File: src/rtl/async_fifo_pkg.sv
// rtl/async_fifo_pkg.sv - shared types and sizing helper for the async GP FIFO write side
//
// Purpose: state encoding for the write-side packer and the FIFO word-width
// function the parent uses to size its FIFO instance.
`timescale 1ns/1ps
package async_fifo_pkg;

    typedef enum logic {
        ST_EMPTY   = 1'b0,
        ST_PARTIAL = 1'b1
    } pk_state_t;

    // One FIFO word: {last, keep[ratio-1:0], data[ratio*in_width-1:0]}
    function automatic int pk_word_w(input int in_width, input int ratio);
        return in_width * ratio + ratio + 1;
    endfunction

endpackage

File: src/rtl/async_fifo_wr_packer.sv
// rtl/async_fifo_wr_packer.sv - packs narrow beats into wide FIFO words on the write clock
//
// Purpose: accepts a valid/ready beat stream, packs RATIO beats (lane 0 at the
// LSBs) into one FIFO word with a lane-keep mask and a last flag, and pushes it
// into the parent's async FIFO through a single holding register.
// Ports:
//   clk_wr, arst_wr   write clock, asynchronous active-high reset
//   in_valid_i        beat valid;  in_ready_o beat accepted when valid&ready
//   in_data_i         beat data;   in_last_i  beat closes a packet
//   flush_i           pulse: close the partial word now
//   fifo_wr_en_o      FIFO push strobe
//   fifo_wr_data_o    {last, keep, data}, zero when nothing is held
//   fifo_full_i       FIFO wr_full
//   pkt_cnt_o         count of pushed last-flagged words, wraps
`timescale 1ns/1ps
module async_fifo_wr_packer
    import async_fifo_pkg::*;
#(
    parameter  int IN_WIDTH = 8,
    parameter  int RATIO    = 4,
    localparam int FIFO_W   = pk_word_w(IN_WIDTH, RATIO)
) (
    input  logic                clk_wr,
    input  logic                arst_wr,
    input  logic                in_valid_i,
    output logic                in_ready_o,
    input  logic [IN_WIDTH-1:0] in_data_i,
    input  logic                in_last_i,
    input  logic                flush_i,
    output logic                fifo_wr_en_o,
    output logic [FIFO_W-1:0]   fifo_wr_data_o,
    input  logic                fifo_full_i,
    output logic [15:0]         pkt_cnt_o
);

    localparam int DATA_W = RATIO * IN_WIDTH;
    localparam int LANE_W = $clog2(RATIO);

    pk_state_t           state_q, state_d;
    logic [LANE_W-1:0]   lane_q, lane_d;
    logic [DATA_W-1:0]   acc_q, acc_d;
    logic [RATIO-1:0]    keep_q, keep_d;
    logic                out_vld_q, out_vld_d;
    logic [FIFO_W-1:0]   out_word_q, out_word_d;
    logic                flush_pend_q, flush_pend_d;
    logic [15:0]         pkt_cnt_q, pkt_cnt_d;

    logic                in_ready;
    logic                accept;
    logic                push;
    logic                close;
    logic [DATA_W-1:0]   word_acc;
    logic [RATIO-1:0]    word_keep;

    // The holding slot can take a new word if it is empty or drains this cycle.
    assign in_ready = ~out_vld_q | ~fifo_full_i;
    assign accept   = in_valid_i & in_ready;
    assign push     = out_vld_q & ~fifo_full_i;

    always_comb begin
        state_d      = state_q;
        lane_d       = lane_q;
        acc_d        = acc_q;
        keep_d       = keep_q;
        out_vld_d    = out_vld_q;
        out_word_d   = out_word_q;
        flush_pend_d = flush_pend_q;
        pkt_cnt_d    = pkt_cnt_q;

        // Accumulator as it looks including this cycle's beat, if any.
        word_acc  = acc_q;
        word_keep = keep_q;
        if (accept) begin
            word_acc[lane_q*IN_WIDTH +: IN_WIDTH] = in_data_i;
            word_keep[lane_q]                     = 1'b1;
        end

        // A flush (live or remembered) closes a partial word, or the word that
        // this cycle's accepted beat just started; it needs a free slot.
        close = (accept & ((lane_q == LANE_W'(RATIO - 1)) | in_last_i))
              | (in_ready & (flush_i | flush_pend_q) & ((state_q == ST_PARTIAL) | accept));

        if (push) begin
            out_vld_d = 1'b0;
            if (out_word_q[FIFO_W-1]) begin
                pkt_cnt_d = pkt_cnt_q + 16'd1;
            end
        end

        if (close) begin
            out_word_d   = {in_last_i & accept, word_keep, word_acc};
            out_vld_d    = 1'b1;
            acc_d        = '0;
            keep_d       = '0;
            lane_d       = '0;
            state_d      = ST_EMPTY;
            flush_pend_d = 1'b0;
        end else if (accept) begin
            acc_d   = word_acc;
            keep_d  = word_keep;
            lane_d  = lane_q + LANE_W'(1);
            state_d = ST_PARTIAL;
        end else if (flush_i & ~in_ready & (state_q == ST_PARTIAL)) begin
            // Slot is blocked by a full FIFO; close as soon as it frees.
            flush_pend_d = 1'b1;
        end
    end

    always_ff @(posedge clk_wr or posedge arst_wr) begin
        if (arst_wr) begin
            state_q      <= ST_EMPTY;
            lane_q       <= '0;
            acc_q        <= '0;
            keep_q       <= '0;
            out_vld_q    <= 1'b0;
            out_word_q   <= '0;
            flush_pend_q <= 1'b0;
            pkt_cnt_q    <= '0;
        end else begin
            state_q      <= state_d;
            lane_q       <= lane_d;
            acc_q        <= acc_d;
            keep_q       <= keep_d;
            out_vld_q    <= out_vld_d;
            out_word_q   <= out_word_d;
            flush_pend_q <= flush_pend_d;
            pkt_cnt_q    <= pkt_cnt_d;
        end
    end

    assign in_ready_o     = in_ready;
    assign fifo_wr_en_o   = push;
    assign fifo_wr_data_o = out_vld_q ? out_word_q : '0;
    assign pkt_cnt_o      = pkt_cnt_q;

`ifndef NO_ASSERTIONS
    if (RATIO < 2) begin : g_bad_ratio
        $error("async_fifo_wr_packer: RATIO must be at least 2");
    end

    a_no_push_full: assert property (@(posedge clk_wr) disable iff (arst_wr)
        !(fifo_wr_en_o && fifo_full_i));

    a_hold_stable: assert property (@(posedge clk_wr) disable iff (arst_wr)
        (out_vld_q && fifo_full_i) |=> $stable(out_word_q));
`endif

endmodule
File: config.mk
export PLATFORM = sky130hd
export DESIGN_NAME = async_fifo_wr_packer
export DESIGN_NICKNAME = d
export VERILOG_FILES = /design/src/rtl/async_fifo_pkg.sv /design/src/rtl/async_fifo_wr_packer.sv
export SDC_FILE = /design/constraint.sdc
export NUM_CORES = 1
export LEC_CHECK = 0
export BUFFER_PORTS_ARGS = -buffer_cell sky130_fd_sc_hd__buf_4
export CAP_MARGIN = 20
export CORE_MARGIN = 8
export CORE_UTILIZATION = 51
export DETAILED_ROUTE_END_ITERATION = 8
export MAX_ROUTING_LAYER = met4
export PLACE_DENSITY = 0.76
export SYNTH_ARGS = -nofsm -noshare
export SYNTH_HDL_FRONTEND = slang
export SYNTH_SLANG_ARGS = --single-unit
File: constraint.sdc
create_clock -name clk_wr -period 3 [get_ports clk_wr]
set_clock_uncertainty 0.2 [all_clocks]
set_input_delay 0.6 -clock clk_wr [delete_from_list [all_inputs] [get_ports clk_wr]]
set_output_delay 0.6 -clock clk_wr [all_outputs]
set_load 0.03 [all_outputs]
Yosys cells after proc, flatten, opt, wreduce, memory -nomap -nowiden
Index checks and enable logic that the tools add are counted.

Input bits: 14. Logic and storage cells: 59. Register bits after elaboration: 94.

Reduce and logical (&&, ||, !) cells: 6. Order comparisons: 2. Multiplexer cells: 19. Shifts and indexed selects: 2. Eq/ne operators: 2. Bitwise operators: 17. Add/sub/neg operators: 3.

Operators with widths (number): $mux 32 (3); $mux 37 (1); $neg 5->34 (1); $shift 8x34->32 const A (1); $shiftx 8x34->32 (1); $bwmux 32 (1); $add 16x1->16 const B (1); $mux 4 (3); $and 1x1->1 (8); $mux 1 (8); $reduce_bool 2->1 (3); $or 1x1->1 (5); $mux 2 (2); $or 4x4->4 (1); $reduce_and 2->1 (2); $lt 2x3->1 const B (1); $not 1->1 (3); $add 2x1->2 const B (1); $demux 1 s2 (1); $eq 2x2->1 const B (1); $ge 2x1->1 const B (1); $ne 2x1->1 const B (1); $logic_and 1x1->1 (1).

Logic depth before layout (Yosys ltp)
Word-level depth: 8. Depth in mapped cells: 8.

Worst setup path after synthesis
No wires, ideal clock.

Path kind: register -> register. Start point: reg lane_q[0]. End point: reg acc_q[0]. Stages on the path, launching flop included: 7. Clock period less this slack: 2.234 ns. Setup time: 0.067 ns. Arrival time: 1.967 ns. Path slack: 0.766 ns. Data required time: 2.733 ns. Buffers on the path: 1. Cell sequence: dfrtp_1 inv_1 ha_1 and4bb_2 clkbuf_2 nor4b_4 a22o_1.

Word-level cells in the longest chain between the ends: 6. Elaborated cells on any way between the ends: 12. Those cells by class: 1 x add/sub; 1 x eq/ne; 2 x shift; 4 x mux; 3 x bitwise; 1 x reduce/logical.

RTL lines: start: declaration (RTL line async_fifo_wr_packer.sv:40) `logic [LANE_W-1:0] lane_q, lane_d;`; start signal: assignment (RTL line async_fifo_wr_packer.sv:121) `lane_q <= lane_d;`; $neg 5->34 (RTL line async_fifo_wr_packer.sv:74) `word_acc[lane_q*IN_WIDTH +: IN_WIDTH] = in_data_i;`; $shiftx 8x34->32 or $shift 8x34->32 (tied branches) (RTL line async_fifo_wr_packer.sv:74); $bwmux 32 (RTL line async_fifo_wr_packer.sv:74); $mux 32 (RTL line async_fifo_wr_packer.sv:73) `if (accept) begin`; $mux 32 (RTL line async_fifo_wr_packer.sv:98) `end else if (accept) begin`; $mux 32 (RTL line async_fifo_wr_packer.sv:90) `if (close) begin`; end signal: assignment (RTL line async_fifo_wr_packer.sv:113) `acc_q <= '0;`; end signal: assignment (RTL line async_fifo_wr_packer.sv:122) `acc_q <= acc_d;`; end: declaration (RTL line async_fifo_wr_packer.sv:41) `logic [DATA_W-1:0] acc_q, acc_d;`.

Parallel ways exist; a longest one is shown, timed or not. The select of a mux whose other input is x is not followed. A chain may end at the register's enable or synchronous reset.

Final worst setup path
Start point: reg lane_q[0]. End point: reg out_word_q[29].

Word-level cells in the longest chain between the ends: 4. Elaborated cells on any way between the ends: 9. Those cells by class: 1 x add/sub; 1 x eq/ne; 2 x shift; 2 x mux; 3 x bitwise.

RTL lines: $neg 5->34 or $eq 2x2->1 (tied branches) (RTL line async_fifo_wr_packer.sv:74, async_fifo_wr_packer.sv:80); $shiftx 8x34->32, or another cell as far along (RTL line async_fifo_wr_packer.sv:74); $bwmux 32 or $and 1x1->1 (tied branches) (RTL line async_fifo_wr_packer.sv:74, async_fifo_wr_packer.sv:80); $mux 32 or $or 1x1->1 (tied branches) (RTL line async_fifo_wr_packer.sv:73, async_fifo_wr_packer.sv:81); end signal: assignment (RTL line async_fifo_wr_packer.sv:125) `out_word_q <= out_word_d;`; end: declaration (RTL line async_fifo_wr_packer.sv:44) `logic [FIFO_W-1:0] out_word_q, out_word_d;`.

Parallel ways exist; a longest one is shown, timed or not.

==> out/qor.txt <==
Synth Area per Inst - 10.6 µm²
Clock Pin Slew Worst Setup and Hold Paths - 0.09 ns
layout cell share with drive strength beyond 1 - 22.1%
largest net degree at the start of global routing - 54
setup_tns - 0 ns
Peak supply drop - 0.430 mV
GPL Wtd Cong - 0.888
Worst Hold Slack - 0.0697 ns
vias in the first global route - 3384
synthesized area - 4350 µm²
Yosys cell types - 45
worst-skew pair later-pin latency - 0.36 ns
Post-Layout Cell Count - 584
CTS resizes - 0
Overflow after GRT - 0
initial antenna violation count - 0
# clock sinks - 94
Final Hold Viols - 0
P&R area growth vs syn - 19.2%
ys async rst share - 100%
sequential share of the synthesized area - 54.1%
root buf cell - clkbuf_8
max cap viols - 0
Avg WL per Cell - 17.3 µm
Least-Margin Pin Slew - 0.746 ns
top-area cell type share of the netlist area - 54.1%
core area - 8260 µm²
status - completed
total track usage - 18.6%
final core utilization - 62.8%
Worst Hold Class - in2async
DR vias/cell - 5.66
Pre-antenna DRT Iters - 4
filler cell count - 690
top-count cell post-synth - dfrtp_1
worst-path cell chain - inv_1, ha_1, or3b_1, nor4_2, a22oi_1, a21oi_1
Post-CTS Setup Inserts - 0
RSZ-0062 raised after global routing - no
dominant cell type by area after synthesis - dfrtp_1
chip height - 108 µm
power per cell area - 758 nW/µm²
vias - 3307
H-tree depth - 3
CP max stage delay - 0.55 ns
crit path DAT - 2.64 ns
first-pass GRT wire length - 17.0 mm
TritonCTS clock tree - yes
cts hold-fix bufs - 0
Slew HR - 50.3%
Worst R2R Path Depth - 6
die width - 108 µm
starting density of the core - 52.6%
critical path depth - 6
WL final - 10.1 mm
Syn Nets - 432
DRC - 0
ANT cells - 0
Leakage - 2.36 nW
Final min period - 2.56 ns
Most used DFF post-synth - dfrtp_1
Synth warnings - 0
startpoint types - flop
CP endpoint kind - flop
Crit Path Class - reg2reg
Final #Nets - 497
Critical Path RT - 3.08 ns
port bufs - 68
IO Pins - 69
Post-synth top cells - 94 x dfrtp_1, 53 x nor2_1, 38 x a21oi_1, 38 x and2_1, 25 x a22o_1
Final Cycle Share - 85.4%
post-route ant nets - 0
Die ar. - 11700 µm²
Num CTS Buffers - 9
crit-path leading delay family - simple AND/OR/NAND/NOR gates
number of synthesized flops with an enable pin - 0
Clock Path Buffers - 2
HPWL Detailed - 7.22 mm
Critical path buffers and inverters - 1
Site Rows - 33
Seq cells post-synth - 94
Area contributors post-synth - dfrtp_1 54%, and2_1 5.5%, a22o_1 5.0%, nor2_1 4.6%, a21oi_1 4.4%
Cells after Synth - 409
Worst path slowest cell - dfrtp_1
Final Max Slew Viols - 0
Inst Count DP - 568
Peak Freq - 390 MHz
# setup viols final - 0
DR iter-0 viols - 206
CP max FO - 12
[report_power, final]
group | switching [W] | internal [W] | leakage, nW | total [W]
logic | 0.000854 | 0.000520 | 1.03 | 0.00137
registers | 0.000164 | 0.00149 | 1.23 | 0.00166
clock network | 0.000471 | 0.000423 | 0.103 | 0.000894
total | 0.00149 | 0.00244 | 2.36 | 0.00393
[per-stage QoR]
| step | power (W) | setup WS [ns] | area (µm²) |
|---|---|---|---|
| 2_1_floorplan | 0.00259 | 0.766 | 4350 |
| 3_3_place_gp | 0.00304 | 0.624 | 4970 |
| 3_5_place_dp | 0.00307 | 0.489 | 4970 |
| 4_1_cts | 0.00397 | 0.433 | 5180 |
| 5_1_grt | 0.00417 | 0.162 | 5180 |
| 6_report | 0.00393 | 0.439 | 5180 |
[path summary, 6_finish.rpt]
| path | start | slack [ns] | endpoint |
|---|---|---|---|
| hold reg to reg | pkt_cnt_o[15] | 0.29 | pkt_cnt_o[15] |
| hold / removal | arst_wr | 0.07 | pkt_cnt_o[2] |
| setup / recovery | lane_q[0] | 0.44 | out_word_q[29] |
| setup reg to reg | lane_q[0] | 0.44 | out_word_q[29] |
| max in group asynchronous | arst_wr | 1.77 | acc_q[29] |
| min in group clk_wr | pkt_cnt_o[15] | 0.29 | pkt_cnt_o[15] |
[kinds of logic after synthesis]
logic type | after synthesis | share of synthesized area (%)
adders and majority gates | 9 | 2.59
and+or+nand+nor | 160 | 19.7
AOI/OAI and AO/OA | 103 | 17.3
muxes | 1 | 0.259
xor gates and xnor gates | 15 | 3.02
buffers and inverters | 27 | 3.02
DFF | 94 | 54.1
[registers in the layout (all words and copies together), names as in the netlist]
name and cells:
flush_pend_q 1, lane_q 2, pkt_cnt_o 16, out_vld_q 1
state_q 1, out_word_q 37, keep_q 4, acc_q 32
[cell type report]
type / count / area (µm²) / share of cell area (%)
Sequential cell: 94 / 2350 / 45.4
Multi-Input combinational cell: 288 / 1870 / 36.1
Timing Repair Buffer: 75 / 588 / 11.3
Clock buffer: 10 / 138 / 2.66
Tap cell: 105 / 131 / 2.54
Clock inverter: 6 / 76.3 / 1.47
Inverter: 6 / 26.3 / 0.507
[routing by layer]
| layer | vias up | GRT usage (%) | wire length [µm] |
|---|---|---|---|
| met5 | - | - | 0 |
| met2 | 90 | 28.4 | 4690 |
| met3 | 17 | 3.81 | 584 |
| li1 | 1574 | - | - |
| met4 | 0 | 6.16 | 158 |
| met1 | 1626 | 24.3 | 4640 |
[cell usage in the layout, fill, tap and decap left out, types with 2 or more instances in the layout]
cell type   synthesis  final
a2111oi_4           2      2
nand3_1            17     17
buf_4               1     73
a21oi_1            38     38
nor3_1              2      2
inv_1               6      5
and2b_4             2      2
xnor2_1            14     14
a22o_1             25     25
nor2_1             53     53
a31oi_1             8      8
dfrtp_1            94     94
and2_1             38     38
inv_8               0      2
clkinvlp_4          0      3
nand4_1             5      5
a22oi_1            24     24
nand2_1            24     24
clkbuf_8            0     10
buf_12              0      2
or2_2               2      2
and3_1              3      3
ha_1                9      9
Note: power is estimated with default switching activity, not from simulation.
